`src/rtl/usb_rx_pkg.sv`:
```
// Shared types and constants for the USB RX packet sequencer.
// Packet result codes, PID nibbles, the expected SYNC byte, the CRC16
// constants and the sequencer state encoding all live here.
package usb_rx_pkg;

   typedef enum logic [2:0] {
      PKT_NONE  = 3'd0,
      PKT_OUT   = 3'd1,
      PKT_IN    = 3'd2,
      PKT_DATA0 = 3'd3,
      PKT_DATA1 = 3'd4,
      PKT_ACK   = 3'd5,
      PKT_NAK   = 3'd6,
      PKT_ERROR = 3'd7
   } rx_packet_t;

   localparam logic [3:0] PID_OUT   = 4'b0001;
   localparam logic [3:0] PID_IN    = 4'b1001;
   localparam logic [3:0] PID_DATA0 = 4'b0011;
   localparam logic [3:0] PID_DATA1 = 4'b1011;
   localparam logic [3:0] PID_ACK   = 4'b0010;
   localparam logic [3:0] PID_NAK   = 4'b1010;

   localparam logic [7:0] SYNC_BYTE_DEFAULT = 8'h80;

   localparam logic [15:0] CRC16_POLY     = 16'h8005;
   localparam logic [15:0] CRC16_INIT     = 16'hFFFF;
   localparam logic [15:0] CRC16_RESIDUAL = 16'h800D;

   typedef enum logic [3:0] {
      ST_IDLE,
      ST_SYNC,
      ST_PID,
      ST_TOKEN,
      ST_DATA,
      ST_HS_EOP,
      ST_DONE,
      ST_ERR,
      ST_WAIT_IDLE
   } state_t;

   // Maps a PID low nibble to the result code reported on completion.
   function automatic rx_packet_t pid_decode(input logic [3:0] pid);
      case (pid)
         PID_OUT:   return PKT_OUT;
         PID_IN:    return PKT_IN;
         PID_DATA0: return PKT_DATA0;
         PID_DATA1: return PKT_DATA1;
         PID_ACK:   return PKT_ACK;
         PID_NAK:   return PKT_NAK;
         default:   return PKT_ERROR;
      endcase
   endfunction

endpackage

```
`src/rtl/usb_rx_pkt_ctrl_if.sv`:
```
// Bundle between the RX front-end and the packet sequencer.
// Strobe semantics (no back-pressure anywhere): rx_byte is meaningful only
// in a cycle where byte_complete=1, rx_packet_data only in a cycle where
// store_rx_packet_data=1; d_edge and bit_err are single-cycle events, eop
// is a level. The consumer must accept every strobe in the cycle it occurs.
// dbg_state exposes the sequencer state for checkers.
interface usb_rx_pkt_ctrl_if;
   import usb_rx_pkg::*;

   logic       d_edge;
   logic       byte_complete;
   logic [7:0] rx_byte;
   logic       eop;
   logic       bit_err;
   logic       enable_timer;
   logic [2:0] rx_packet;
   logic [7:0] rx_packet_data;
   logic       store_rx_packet_data;
   logic       rx_busy;
   state_t     dbg_state;

   modport master (
      output d_edge, byte_complete, rx_byte, eop, bit_err,
      input  enable_timer, rx_packet, rx_packet_data, store_rx_packet_data,
             rx_busy, dbg_state
   );

   modport slave (
      input  d_edge, byte_complete, rx_byte, eop, bit_err,
      output enable_timer, rx_packet, rx_packet_data, store_rx_packet_data,
             rx_busy, dbg_state
   );

endinterface

```
`src/rtl/usb_rx_pkt_ctrl_crc16.sv`:
```
// Byte-wide USB CRC16 register (poly 0x8005, LSB of each byte first).
// crc_next is the combinational result of folding 'data' into the current
// register, so the caller can test the residual in the same cycle as the
// final byte.
module rx_crc16
   import usb_rx_pkg::*;
(
   input  logic        clk,
   input  logic        n_rst,
   input  logic        clr,
   input  logic        en,
   input  logic [7:0]  data,
   output logic [15:0] crc,
   output logic [15:0] crc_next
);

   logic [15:0] c;
   logic        fb;

   // Fold one byte into the register, bit 0 first.
   always_comb begin
      c  = crc;
      fb = 1'b0;
      for (int i = 0; i < 8; i++) begin
         fb = c[15] ^ data[i];
         c  = {c[14:0], 1'b0} ^ (fb ? CRC16_POLY : 16'h0000);
      end
      crc_next = c;
   end

   // CRC state register with clear taking priority over update.
   always_ff @(posedge clk or negedge n_rst) begin
      if (!n_rst)   crc <= CRC16_INIT;
      else if (clr) crc <= CRC16_INIT;
      else if (en)  crc <= crc_next;
   end

endmodule

```
`src/rtl/usb_rx_pkt_ctrl.sv`:
```
// USB RX packet sequencer: walks SYNC -> PID -> body -> EOP, classifies
// the packet on rx_packet and streams DATA payload with the two trailing
// CRC bytes held back in a 2-entry pipe and never emitted.
// Optional build macro RX_CRC16_EN adds a CRC16 residual check on DATA
// packets; without it the CRC bytes are simply stripped.
module usb_rx_pkt_ctrl
   import usb_rx_pkg::*;
#(
   parameter int         MAX_PAYLOAD = 64,
   parameter logic [7:0] SYNC_BYTE   = SYNC_BYTE_DEFAULT
)(
   input  logic            clk,
   input  logic            n_rst,
   usb_rx_pkt_ctrl_if.slave bus
);

   localparam logic [7:0] BODY_LIMIT = 8'(MAX_PAYLOAD + 2);

   state_t     state, state_next;
   logic [6:0] body_cnt;
   logic       cnt_ovf;
   logic [7:0] body_wide, cnt_after;
   logic       over;
   logic [7:0] pipe0, pipe1;
   rx_packet_t pkt_code, code_new;
   logic       cnt_inc, data_push, emit, code_load;
   logic       crc_ok;

   logic       enable_timer_q, store_q, rx_busy_q;
   logic [7:0] data_q;
   rx_packet_t rx_packet_q;

   assign body_wide = {1'b0, body_cnt} + 8'd1;
   assign over      = cnt_ovf | body_wide[7] | (body_wide > BODY_LIMIT);
   // Count after this cycle's byte, so a byte arriving with eop is seen first.
   assign cnt_after = bus.byte_complete ? body_wide : {1'b0, body_cnt};

`ifdef RX_CRC16_EN
   logic [15:0] crc_q, crc_next;
   logic        crc_clr;

   assign crc_clr = (state == ST_IDLE);

   rx_crc16 u_crc16 (
      .clk      (clk),
      .n_rst    (n_rst),
      .clr      (crc_clr),
      .en       (data_push),
      .data     (bus.rx_byte),
      .crc      (crc_q),
      .crc_next (crc_next)
   );

   assign crc_ok = ((bus.byte_complete ? crc_next : crc_q) == CRC16_RESIDUAL);
`else
   assign crc_ok = 1'b1;
`endif

   // Next-state and per-cycle action decode; bit_err > byte_complete > eop.
   always_comb begin
      state_next = state;
      cnt_inc    = 1'b0;
      data_push  = 1'b0;
      emit       = 1'b0;
      code_load  = 1'b0;
      code_new   = pkt_code;
      case (state)
         ST_IDLE: begin
            if (bus.d_edge) state_next = ST_SYNC;
         end
         ST_SYNC: begin
            if (bus.bit_err) state_next = ST_ERR;
            else begin
               if (bus.byte_complete)
                  state_next = (bus.rx_byte == SYNC_BYTE) ? ST_PID : ST_ERR;
               if (bus.eop) state_next = ST_ERR;
            end
         end
         ST_PID: begin
            if (bus.bit_err) state_next = ST_ERR;
            else begin
               if (bus.byte_complete) begin
                  code_load = 1'b1;
                  code_new  = pid_decode(bus.rx_byte[3:0]);
                  if (bus.rx_byte[7:4] != ~bus.rx_byte[3:0]) state_next = ST_ERR;
                  else begin
                     case (bus.rx_byte[3:0])
                        PID_OUT, PID_IN:     state_next = ST_TOKEN;
                        PID_DATA0, PID_DATA1: state_next = ST_DATA;
                        PID_ACK, PID_NAK:    state_next = ST_HS_EOP;
                        default:             state_next = ST_ERR;
                     endcase
                  end
               end
               if (bus.eop) state_next = ST_ERR;
            end
         end
         ST_TOKEN: begin
            if (bus.bit_err) state_next = ST_ERR;
            else begin
               if (bus.byte_complete) begin
                  cnt_inc = 1'b1;
                  if (body_cnt >= 7'd2) state_next = ST_ERR;
               end
               if (bus.eop && state_next != ST_ERR)
                  state_next = (cnt_after == 8'd2) ? ST_DONE : ST_ERR;
            end
         end
         ST_DATA: begin
            if (bus.bit_err) state_next = ST_ERR;
            else begin
               if (bus.byte_complete) begin
                  if (over) state_next = ST_ERR;
                  else begin
                     cnt_inc   = 1'b1;
                     data_push = 1'b1;
                     emit      = (body_cnt >= 7'd2);
                  end
               end
               if (bus.eop && state_next != ST_ERR) begin
                  if (cnt_after < 8'd2) state_next = ST_ERR;
                  else begin
                     state_next = ST_DONE;
                     code_load  = 1'b1;
                     code_new   = crc_ok ? pkt_code : PKT_ERROR;
                  end
               end
            end
         end
         ST_HS_EOP: begin
            if (bus.bit_err || bus.byte_complete) state_next = ST_ERR;
            else if (bus.eop) state_next = ST_DONE;
         end
         ST_DONE: begin
            if (!bus.eop) state_next = ST_IDLE;
         end
         ST_ERR: begin
            if (bus.eop) state_next = ST_WAIT_IDLE;
         end
         ST_WAIT_IDLE: begin
            if (!bus.eop) state_next = ST_IDLE;
         end
         default: state_next = ST_IDLE;
      endcase
   end

   // Sequencer state register.
   always_ff @(posedge clk or negedge n_rst) begin
      if (!n_rst) state <= ST_IDLE;
      else        state <= state_next;
   end

   // Body counter, 2-entry payload pipe and latched packet code.
   always_ff @(posedge clk or negedge n_rst) begin
      if (!n_rst) begin
         body_cnt <= '0;
         cnt_ovf  <= 1'b0;
         pipe0    <= '0;
         pipe1    <= '0;
         pkt_code <= PKT_NONE;
      end else begin
         if (state == ST_IDLE) begin
            body_cnt <= '0;
            cnt_ovf  <= 1'b0;
         end else if (cnt_inc) begin
            body_cnt <= body_wide[6:0];
            cnt_ovf  <= cnt_ovf | body_wide[7];
         end
         if (data_push) begin
            if (body_cnt == 7'd0)      pipe0 <= bus.rx_byte;
            else if (body_cnt == 7'd1) pipe1 <= bus.rx_byte;
            else begin
               pipe0 <= pipe1;
               pipe1 <= bus.rx_byte;
            end
         end
         if (code_load) pkt_code <= code_new;
      end
   end

   // Registered outputs; rx_packet is only rewritten from DONE or ERR.
   always_ff @(posedge clk or negedge n_rst) begin
      if (!n_rst) begin
         enable_timer_q <= 1'b0;
         rx_busy_q      <= 1'b0;
         store_q        <= 1'b0;
         data_q         <= 8'h00;
         rx_packet_q    <= PKT_NONE;
      end else begin
         enable_timer_q <= state_next inside {ST_SYNC, ST_PID, ST_TOKEN, ST_DATA, ST_HS_EOP};
         rx_busy_q      <= (state_next != ST_IDLE);
         store_q        <= emit;
         if (emit) data_q <= pipe0;
         if (state == ST_DONE)     rx_packet_q <= pkt_code;
         else if (state == ST_ERR) rx_packet_q <= PKT_ERROR;
      end
   end

   assign bus.enable_timer         = enable_timer_q;
   assign bus.rx_busy              = rx_busy_q;
   assign bus.store_rx_packet_data = store_q;
   assign bus.rx_packet_data       = data_q;
   assign bus.rx_packet            = rx_packet_q;
   assign bus.dbg_state            = state;

endmodule

```
`src/flat_wrapper.sv`:
```
// flat-port wrapper written by rule: the top's interface ports become plain ports
module usb_rx_pkt_ctrl_flat import usb_rx_pkg::*;
#(
   parameter int         MAX_PAYLOAD = 64,
   parameter logic [7:0] SYNC_BYTE   = SYNC_BYTE_DEFAULT
)
  (clk, n_rst, bus_d_edge, bus_byte_complete, bus_rx_byte, bus_eop, bus_bit_err, bus_enable_timer, bus_rx_packet, bus_rx_packet_data, bus_store_rx_packet_data, bus_rx_busy, bus_dbg_state);
  usb_rx_pkt_ctrl_if bus_i ();
  input  logic clk;
  input  logic n_rst;
  input wire logic [$bits(bus_i.d_edge)-1:0] bus_d_edge;
  input wire logic [$bits(bus_i.byte_complete)-1:0] bus_byte_complete;
  input wire logic [$bits(bus_i.rx_byte)-1:0] bus_rx_byte;
  input wire logic [$bits(bus_i.eop)-1:0] bus_eop;
  input wire logic [$bits(bus_i.bit_err)-1:0] bus_bit_err;
  output wire logic [$bits(bus_i.enable_timer)-1:0] bus_enable_timer;
  output wire logic [$bits(bus_i.rx_packet)-1:0] bus_rx_packet;
  output wire logic [$bits(bus_i.rx_packet_data)-1:0] bus_rx_packet_data;
  output wire logic [$bits(bus_i.store_rx_packet_data)-1:0] bus_store_rx_packet_data;
  output wire logic [$bits(bus_i.rx_busy)-1:0] bus_rx_busy;
  output wire logic [$bits(bus_i.dbg_state)-1:0] bus_dbg_state;
  assign bus_i.d_edge = bus_d_edge;
  assign bus_i.byte_complete = bus_byte_complete;
  assign bus_i.rx_byte = bus_rx_byte;
  assign bus_i.eop = bus_eop;
  assign bus_i.bit_err = bus_bit_err;
  assign bus_enable_timer = bus_i.enable_timer;
  assign bus_rx_packet = bus_i.rx_packet;
  assign bus_rx_packet_data = bus_i.rx_packet_data;
  assign bus_store_rx_packet_data = bus_i.store_rx_packet_data;
  assign bus_rx_busy = bus_i.rx_busy;
  assign bus_dbg_state = bus_i.dbg_state;
  usb_rx_pkt_ctrl #(.MAX_PAYLOAD(MAX_PAYLOAD), .SYNC_BYTE(SYNC_BYTE)) u_core (.clk(clk), .n_rst(n_rst), .bus(bus_i));
endmodule
```
`config.mk`:
```
export PLATFORM = sky130hd
export DESIGN_NAME = usb_rx_pkt_ctrl_flat
export DESIGN_NICKNAME = d
export VERILOG_FILES = /design/src/rtl/usb_rx_pkg.sv /design/src/rtl/usb_rx_pkt_ctrl_if.sv /design/src/rtl/usb_rx_pkt_ctrl_crc16.sv /design/src/rtl/usb_rx_pkt_ctrl.sv /design/src/flat_wrapper.sv
export SDC_FILE = /design/constraint.sdc
export NUM_CORES = 1
export LEC_CHECK = 0
export BUFFER_PORTS_ARGS = -buffer_cell sky130_fd_sc_hd__buf_2
export CAP_MARGIN = 20
export CORE_MARGIN = 4
export CORE_UTILIZATION = 40
export CTS_CLUSTER_DIAMETER = 150
export CTS_CLUSTER_SIZE = 12
export DETAILED_ROUTE_END_ITERATION = 10
export PLACE_DENSITY = 0.57
export SETUP_SLACK_MARGIN = 0.2
export SYNTH_ARGS = -nofsm -noshare
export SYNTH_HDL_FRONTEND = slang
export SYNTH_SLANG_ARGS = --single-unit
```
`constraint.sdc`:
```
create_clock -name clk -period 3.15 [get_ports clk]
set_clock_uncertainty 0.1 [all_clocks]
set_input_delay 0.1575 -clock clk [delete_from_list [all_inputs] [get_ports clk]]
set_output_delay 0.1575 -clock clk [all_outputs]
set_load 0.005 [all_outputs]
```
Word-level counts from Yosys, hierarchy flattened
Index checks and enable logic that the tools add are counted.
{"block": "word_totals", "reg_bits": 45, "latchBits": 0, "ramBits": 0, "romBits": 0, "in_bits": 14, "output_inout_bits": 18, "memories": 0}
{"block": "op_classes", "addsub": 1, "n_mul": 0, "n_div": 0, "magnitude_cmp": 3, "eq_ne": 26, "shifts": 0, "muxes": 54, "bitwise_logic": 5, "reduce_logical": 16}
{"op": "$mux 4", "count": 24}
{"op": "$pmux 4 s8", "count": 1}
{"op": "$eq 4x2->1 const B", "count": 6}
{"op": "$eq 4x3->1 const B", "count": 6}
{"op": "$mux 8", "count": 3}
{"op": "$pmux 3 s6", "count": 1}
{"op": "$mux 1", "count": 17}
{"op": "$eq 4x4->1 const B", "count": 4}
{"op": "$mux 7", "count": 2}
{"op": "$eq 4x1->1 const B", "count": 3}
{"op": "$mux 3", "count": 3}
{"op": "$pmux 3 s3", "count": 1}
{"op": "$add 7x1->8 const B", "count": 1}
{"op": "$eq 8x2->1 const B", "count": 1}
{"op": "$eq 8x8->1 const B", "count": 1}
{"op": "$gt 8x7->1 const B", "count": 1}
{"op": "$lt 8x2->1 const B", "count": 1}
{"op": "$ne 4x3->1 const B", "count": 2}
{"op": "$reduce_or 2->1", "count": 4}
{"op": "$eq 7x1->1 const B", "count": 1}
{"op": "$ge 7x2->1 const B", "count": 1}
{"op": "$logic_not 7->1", "count": 1}
{"op": "$reduce_bool 5->1", "count": 1}
{"op": "$logic_not 4->1", "count": 1}
{"op": "12 further kinds", "count": 18}

Longest topological paths before layout
{"block": "logic_depth", "depth_word": 14, "ltp_mapped": 9}

Least setup slack after synthesis
OpenSTA, ideal clock, no wires.
{"block": "synth_path", "kind": "reg2reg", "start": "register u_core.body_cnt[1]", "end": "register u_core.rx_busy_q (netlist: u_core.bus.rx_busy)", "setup_ns": 0.141, "arrival_time_ns": 2.157, "setup_slack_ns": 0.752, "path_stages_with_launch": 9, "cell_sequence": "dfrtp_1 > ha_1 > clkbuf_1 > nand3_1 > o31ai_1 > o211ai_1 > a41o_1 > nor4_4 > nand3_1"}
{"block": "synth_via", "elab_chain_len": 13, "word_cells_on_any_way": 28}
{"element": "start: declaration", "line": "usb_rx_pkt_ctrl.sv:20", "text": "logic [6:0] body_cnt;"}
{"element": "start signal: assignment", "line": "usb_rx_pkt_ctrl.sv:166", "text": "body_cnt <= body_wide[6:0];"}
{"element": "$add 7x1->8", "line": "usb_rx_pkt_ctrl.sv:33", "text": "assign body_wide = {1'b0, body_cnt} + 8'd1;"}
{"element": "$gt 8x7->1 or $or 1x1->1 (tied branches)", "line": "usb_rx_pkt_ctrl.sv:34", "text": "assign over = cnt_ovf | body_wide[7] | (body_wide > BODY_LIMIT);"}
{"element": "$or 1x1->1", "line": "usb_rx_pkt_ctrl.sv:34"}
{"element": "$mux 4", "line": "usb_rx_pkt_ctrl.sv:113", "text": "if (over) state_next = ST_ERR;"}
{"element": "$mux 4", "line": "usb_rx_pkt_ctrl.sv:112", "text": "if (bus.byte_complete) begin"}
{"element": "$mux 4", "line": "usb_rx_pkt_ctrl.sv:110", "text": "if (bus.bit_err) state_next = ST_ERR;"}
{"element": "$mux 4", "line": "usb_rx_pkt_ctrl.sv:67", "text": "case (state)"}
{"element": "$ne 4x3->1", "line": "usb_rx_pkt_ctrl.sv:120", "text": "if (bus.eop && state_next != ST_ERR) begin"}
{"element": "$logic_and 1x1->1", "line": "usb_rx_pkt_ctrl.sv:120"}
{"element": "$mux 4", "line": "usb_rx_pkt_ctrl.sv:120"}
{"element": "$mux 4", "line": "usb_rx_pkt_ctrl.sv:110"}
{"element": "$pmux 4 s8 *", "line": "usb_rx_pkt_ctrl.sv:67"}
{"element": "$reduce_bool 4->1 *", "line": "usb_rx_pkt_ctrl.sv:191", "text": "rx_busy_q <= (state_next != ST_IDLE);"}
{"element": "end signal: assignment", "line": "usb_rx_pkt_ctrl.sv:191"}
{"element": "end: declaration", "line": "usb_rx_pkt_ctrl.sv:29", "text": "logic enable_timer_q, store_q, rx_busy_q;"}
Every way passes the cells marked *; elsewhere a longest branch is shown, timed or not. The select of a mux whose other input is x is not followed.
A chain may end at the register's enable or synchronous reset.

Worst setup path in the final report
{"block": "layout_path", "start": "register u_core.body_cnt[0]", "end": "register u_core.enable_timer_q (netlist: u_core.bus.enable_timer)"}
{"block": "layout_via", "elab_chain_len": 14, "word_cells_on_any_way": 33}
{"element": "$add 7x1->8", "line": "usb_rx_pkt_ctrl.sv:33"}
{"element": "$gt 8x7->1 or $or 1x1->1 (tied branches)", "line": "usb_rx_pkt_ctrl.sv:34"}
{"element": "$or 1x1->1", "line": "usb_rx_pkt_ctrl.sv:34"}
{"element": "$mux 4", "line": "usb_rx_pkt_ctrl.sv:113"}
{"element": "$mux 4", "line": "usb_rx_pkt_ctrl.sv:112"}
{"element": "$mux 4", "line": "usb_rx_pkt_ctrl.sv:110"}
{"element": "$mux 4", "line": "usb_rx_pkt_ctrl.sv:67"}
{"element": "$ne 4x3->1", "line": "usb_rx_pkt_ctrl.sv:120"}
{"element": "$logic_and 1x1->1", "line": "usb_rx_pkt_ctrl.sv:120"}
{"element": "$mux 4", "line": "usb_rx_pkt_ctrl.sv:120"}
{"element": "$mux 4", "line": "usb_rx_pkt_ctrl.sv:110"}
{"element": "$pmux 4 s8 *", "line": "usb_rx_pkt_ctrl.sv:67"}
{"element": "$eq 4x1->1, or another cell as far along", "line": "usb_rx_pkt_ctrl.sv:190", "text": "enable_timer_q <= state_next inside {ST_SYNC, ST_PID, ST_TOKEN, ST_DATA, ST_HS_EOP};"}
{"element": "$reduce_bool 5->1 *", "line": "usb_rx_pkt_ctrl.sv:190"}
{"element": "end signal: assignment", "line": "usb_rx_pkt_ctrl.sv:190"}
{"element": "end: declaration", "line": "usb_rx_pkt_ctrl.sv:29"}
Marks and branches as above.

==> impl_metrics.env <==
export IMPL_grt_max_degree=46
export IMPL_vias_per_cell=5.546
export IMPL_antenna_left=0
export IMPL_synth_top_family_by_area="simple AND/OR/NAND/NOR gates"
export IMPL_setup_viol=0
export IMPL_cts_clk_slew_worst_paths_ns=0.09
export IMPL_grt_pass1_vias=1963
export IMPL_drive_gt1_frac=0.2185
export IMPL_cp_end_kind="register"
export IMPL_worst_pin_slew_ns=0.5562
export IMPL_fin_area_sq_mm=0.002935
export IMPL_slowest_delay_ns=0.52
export IMPL_maxCapViolations=0
export IMPL_finalWeightedCongestion=0.8244
export IMPL_synthXorXnorAreaFrac=0.03736
export IMPL_synth_area_leaders="dfrtp_1 44%, mux2_2 7.0%, nor2_1 5.5%, a21oi_1 3.9%, xnor2_1 3.4%"
export IMPL_ys_top_cells_by_count="45 x dfrtp_1, 38 x nor2_1, 20 x a21oi_1"
export IMPL_power_density_mw_per_mm2=936.0
export IMPL_relSlewSlack=0.6292
export IMPL_syn_nets=292
export IMPL_reg2reg_depth=7
export IMPL_track_usage=0.1568
export IMPL_synth_edff_count=0
export IMPL_cts_path_max_buffers=2
export IMPL_synthMuxAreaShare=0.1009
export IMPL_min_period_ns=2.651
export IMPL_io_pins=32
export IMPL_cts_tree="yes"
export IMPL_synth_adder_area_share=0.01941
export IMPL_min_period_over_period=0.8415
export IMPL_netlist_instances=274
export IMPL_path_delay_family="simple AND/OR/NAND/NOR gates"
export IMPL_worst_path_stages=7
export IMPL_slowest_stage="dfrtp_1"
export IMPL_seq_area_frac_synth=0.4367
export IMPL_die_x_um=88.29
export IMPL_fp_dieH_um=88.29
export IMPL_grt_pass1_wl_um=9791
export IMPL_critPathLaunchType="register"
export IMPL_async_flop_share=1.000
export IMPL_worstPathCellList="ha_2 > nand3_1 > nor4_1 > o211ai_1 > a41o_1 > nor3_1 > a2bb2oi_1"
export IMPL_holdPathEnd="u_core.pipe1[4]$_DFFE_PN0P_"
export IMPL_crit_fanout=10
export IMPL_numCtsBuffers=5
export IMPL_io_buffers=31
export IMPL_yosys_area_share_simple=0.2140
export IMPL_drt_iter0_markers=131
export IMPL_antenna_found_initial=0
export IMPL_holdCritStartpoint="bus_rx_byte[4]"
export IMPL_slew_viol_final=0
export IMPL_htreeDepth=2
export IMPL_diodes=0
export IMPL_drc=0
export IMPL_finalHoldViolCount=0
export IMPL_placed_cell_area_sq_mm=0.002786
export IMPL_die_area_sq_mm=0.007795
export IMPL_synth_area_sq_mm=0.002579
export IMPL_clk_latency_ns=0.30
export IMPL_arrival_ns=2.77
export IMPL_drt_total_wl_um=5558
export IMPL_core_area_sq_mm=0.006096
export IMPL_synth_most_common_cell="dfrtp_1"
export IMPL_worst_hold_path_type="in -> reg"
export IMPL_status="complete, no violations"
export IMPL_cp_required_ns=3.27
export IMPL_hold_depth=2
export IMPL_ys_types=50
export IMPL_rrSetupSlack_ns=0.50
export IMPL_vias=2091
export IMPL_synth_top_area_share=0.4367
export IMPL_r2r_end="u_core.bus.enable_timer$_DFF_PN0_"
export IMPL_rsz0062_at_grt="no"
export IMPL_peakVddDrop_mv=0.5110
export IMPL_ys_flop_type="dfrtp_1"
export IMPL_leakage_nw=1.329
export IMPL_fmax_mhz=377.3
export IMPL_nNetsFinal=319
export IMPL_path_class="reg -> reg"
export IMPL_yosys_area_top_type="dfrtp_1"
export IMPL_area_growth_pct=13.83
export IMPL_hpwlAfterDp_um=3952
export IMPL_cts_root_buf="clkbuf_8"
export IMPL_firstDrtPassIters=4
export IMPL_syn_area_per_cell_sq_um=9.411
export IMPL_setup_tns_ns=0
export IMPL_synth_seq_cells=45
export IMPL_synth_compound_area_frac=0.1494
export IMPL_post_drt_wl_per_cell_um=14.74
export IMPL_cp_buffers_inverters=0
export IMPL_r2r_start="u_core.body_cnt[0]$_DFFE_PN0P_"
export IMPL_yosysWarningCount=0
export IMPL_cts_setup_buffers=0
export IMPL_grt_overflow_total=0
export IMPL_cts_sinks=45
export IMPL_num_rows=28
export IMPL_start_util=0.4230
worst reg2reg max path: cells and delay by family, from the launching register on:
family          cells  cell delay (ns)
simple gates        3             0.87
fa+ha+maj           1             0.32
flops               1             0.52
compound gates      3             0.75
worst max path at each step:
stage	from	endpoint	slack, ns
3_5_place_dp	u_core.body_cnt[0]$_DFFE_PN0P_	u_core.bus.rx_packet_data[4]$_DFFE_PN0P_	0.47
5_1_grt	u_core.body_cnt[0]$_DFFE_PN0P_	u_core.bus.enable_timer$_DFF_PN0_	0.23
3_3_place_gp	u_core.body_cnt[0]$_DFFE_PN0P_	u_core.bus.rx_packet_data[7]$_DFFE_PN0P_	0.52
4_1_cts	u_core.body_cnt[0]$_DFFE_PN0P_	u_core.bus.enable_timer$_DFF_PN0_	0.45
2_1_floorplan	u_core.body_cnt[1]$_DFFE_PN0P_	u_core.bus.rx_busy$_DFF_PN0_	0.75
6_report	u_core.body_cnt[0]$_DFFE_PN0P_	u_core.bus.enable_timer$_DFF_PN0_	0.50
sequential cells by signal (all words and copies together) (netlist names):
name,cells
u_core.pipe1,8
u_core.bus.rx_packet_data,8
u_core.cnt_ovf,1
u_core.pipe0,8
u_core.bus.rx_packet,3
u_core.body_cnt,7
u_core.bus.enable_timer,1
u_core.bus.rx_busy,1
u_core.bus.dbg_state,4
u_core.pkt_code,3
u_core.bus.store_rx_packet_data,1
cells in the final DEF (no fill, tap or decap), drive strengths merged, types with 8 or more instances in the layout:
cell type,instances
a21oi,20
buf,35
dfrtp,45
inv,14
mux2,16
mux2i,8
nand2,14
nand3,13
nor2,38
nor4,8
o21ai,9
xnor2,10
layout make-up:
type / count / area, sq um
Timing Repair Buffer: 36 / 207.7
Clock inverter: 3 / 47.55
Multi-Input combinational cell: 201 / 1346
Tap cell: 75 / 93.84
Clock buffer: 5 / 68.82
Inverter: 12 / 45.04
Sequential cell: 45 / 1126
Fill cell: 618 / 3161
layer usage:
metal | up-vias | wire length (um) | global-route usage
li1 | 1044 | - | -
met1 | 994 | 2721 | 0.2268
met2 | 49 | 2523 | 0.2420
met3 | 4 | 244 | 0.03259
met4 | 0 | 69 | 0.03709
met5 | - | 0 | 0
stage by stage:
stage / setup WS (ns) / power [mW] / hold slack (ns) / instances / utilization
3_3_place_gp: 0.5160 / 2.293 / 0.2828 / 367 / 0.4571
5_1_grt: 0.2262 / 2.993 / 0.06036 / 377 / 0.4815
3_5_place_dp: 0.4723 / 2.301 / 0.2844 / 367 / 0.4571
4_1_cts: 0.4463 / 2.763 / 0.05485 / 376 / 0.4778
2_1_floorplan: 0.7520 / 1.941 / -0.2381 / 274 / -
6_report: 0.4994 / 2.747 / 0.06920 / 377 / 0.4815
report_power, final:
part | switching, mW | internal (mW) | leakage, nW | total [mW]
Sequential | 0.256 | 0.821 | 0.562 | 1.08
Combinational | 0.625 | 0.589 | 0.708 | 1.21
Clock | 0.214 | 0.242 | 0.0591 | 0.457
timing repair:
item,CTS,global route
endpoints found under the hold margin,45,0
hold buffers,1,0
resized for setup,0,1
endpoints found under the setup margin,0,10
cells by family (layout without fill, tap and decap cells):
kind of cell,count (synthesis),in the layout
XOR/XNOR,11,11
multiplexers,24,24
AO/OA/AOI/OAI,57,57
buffers and inverters,28,56
AND/OR/NAND/NOR,105,105
adder cells (fa/ha/maj),4,4
flip-flops,45,45
No activity file was read; power rests on OpenSTA's default activity.
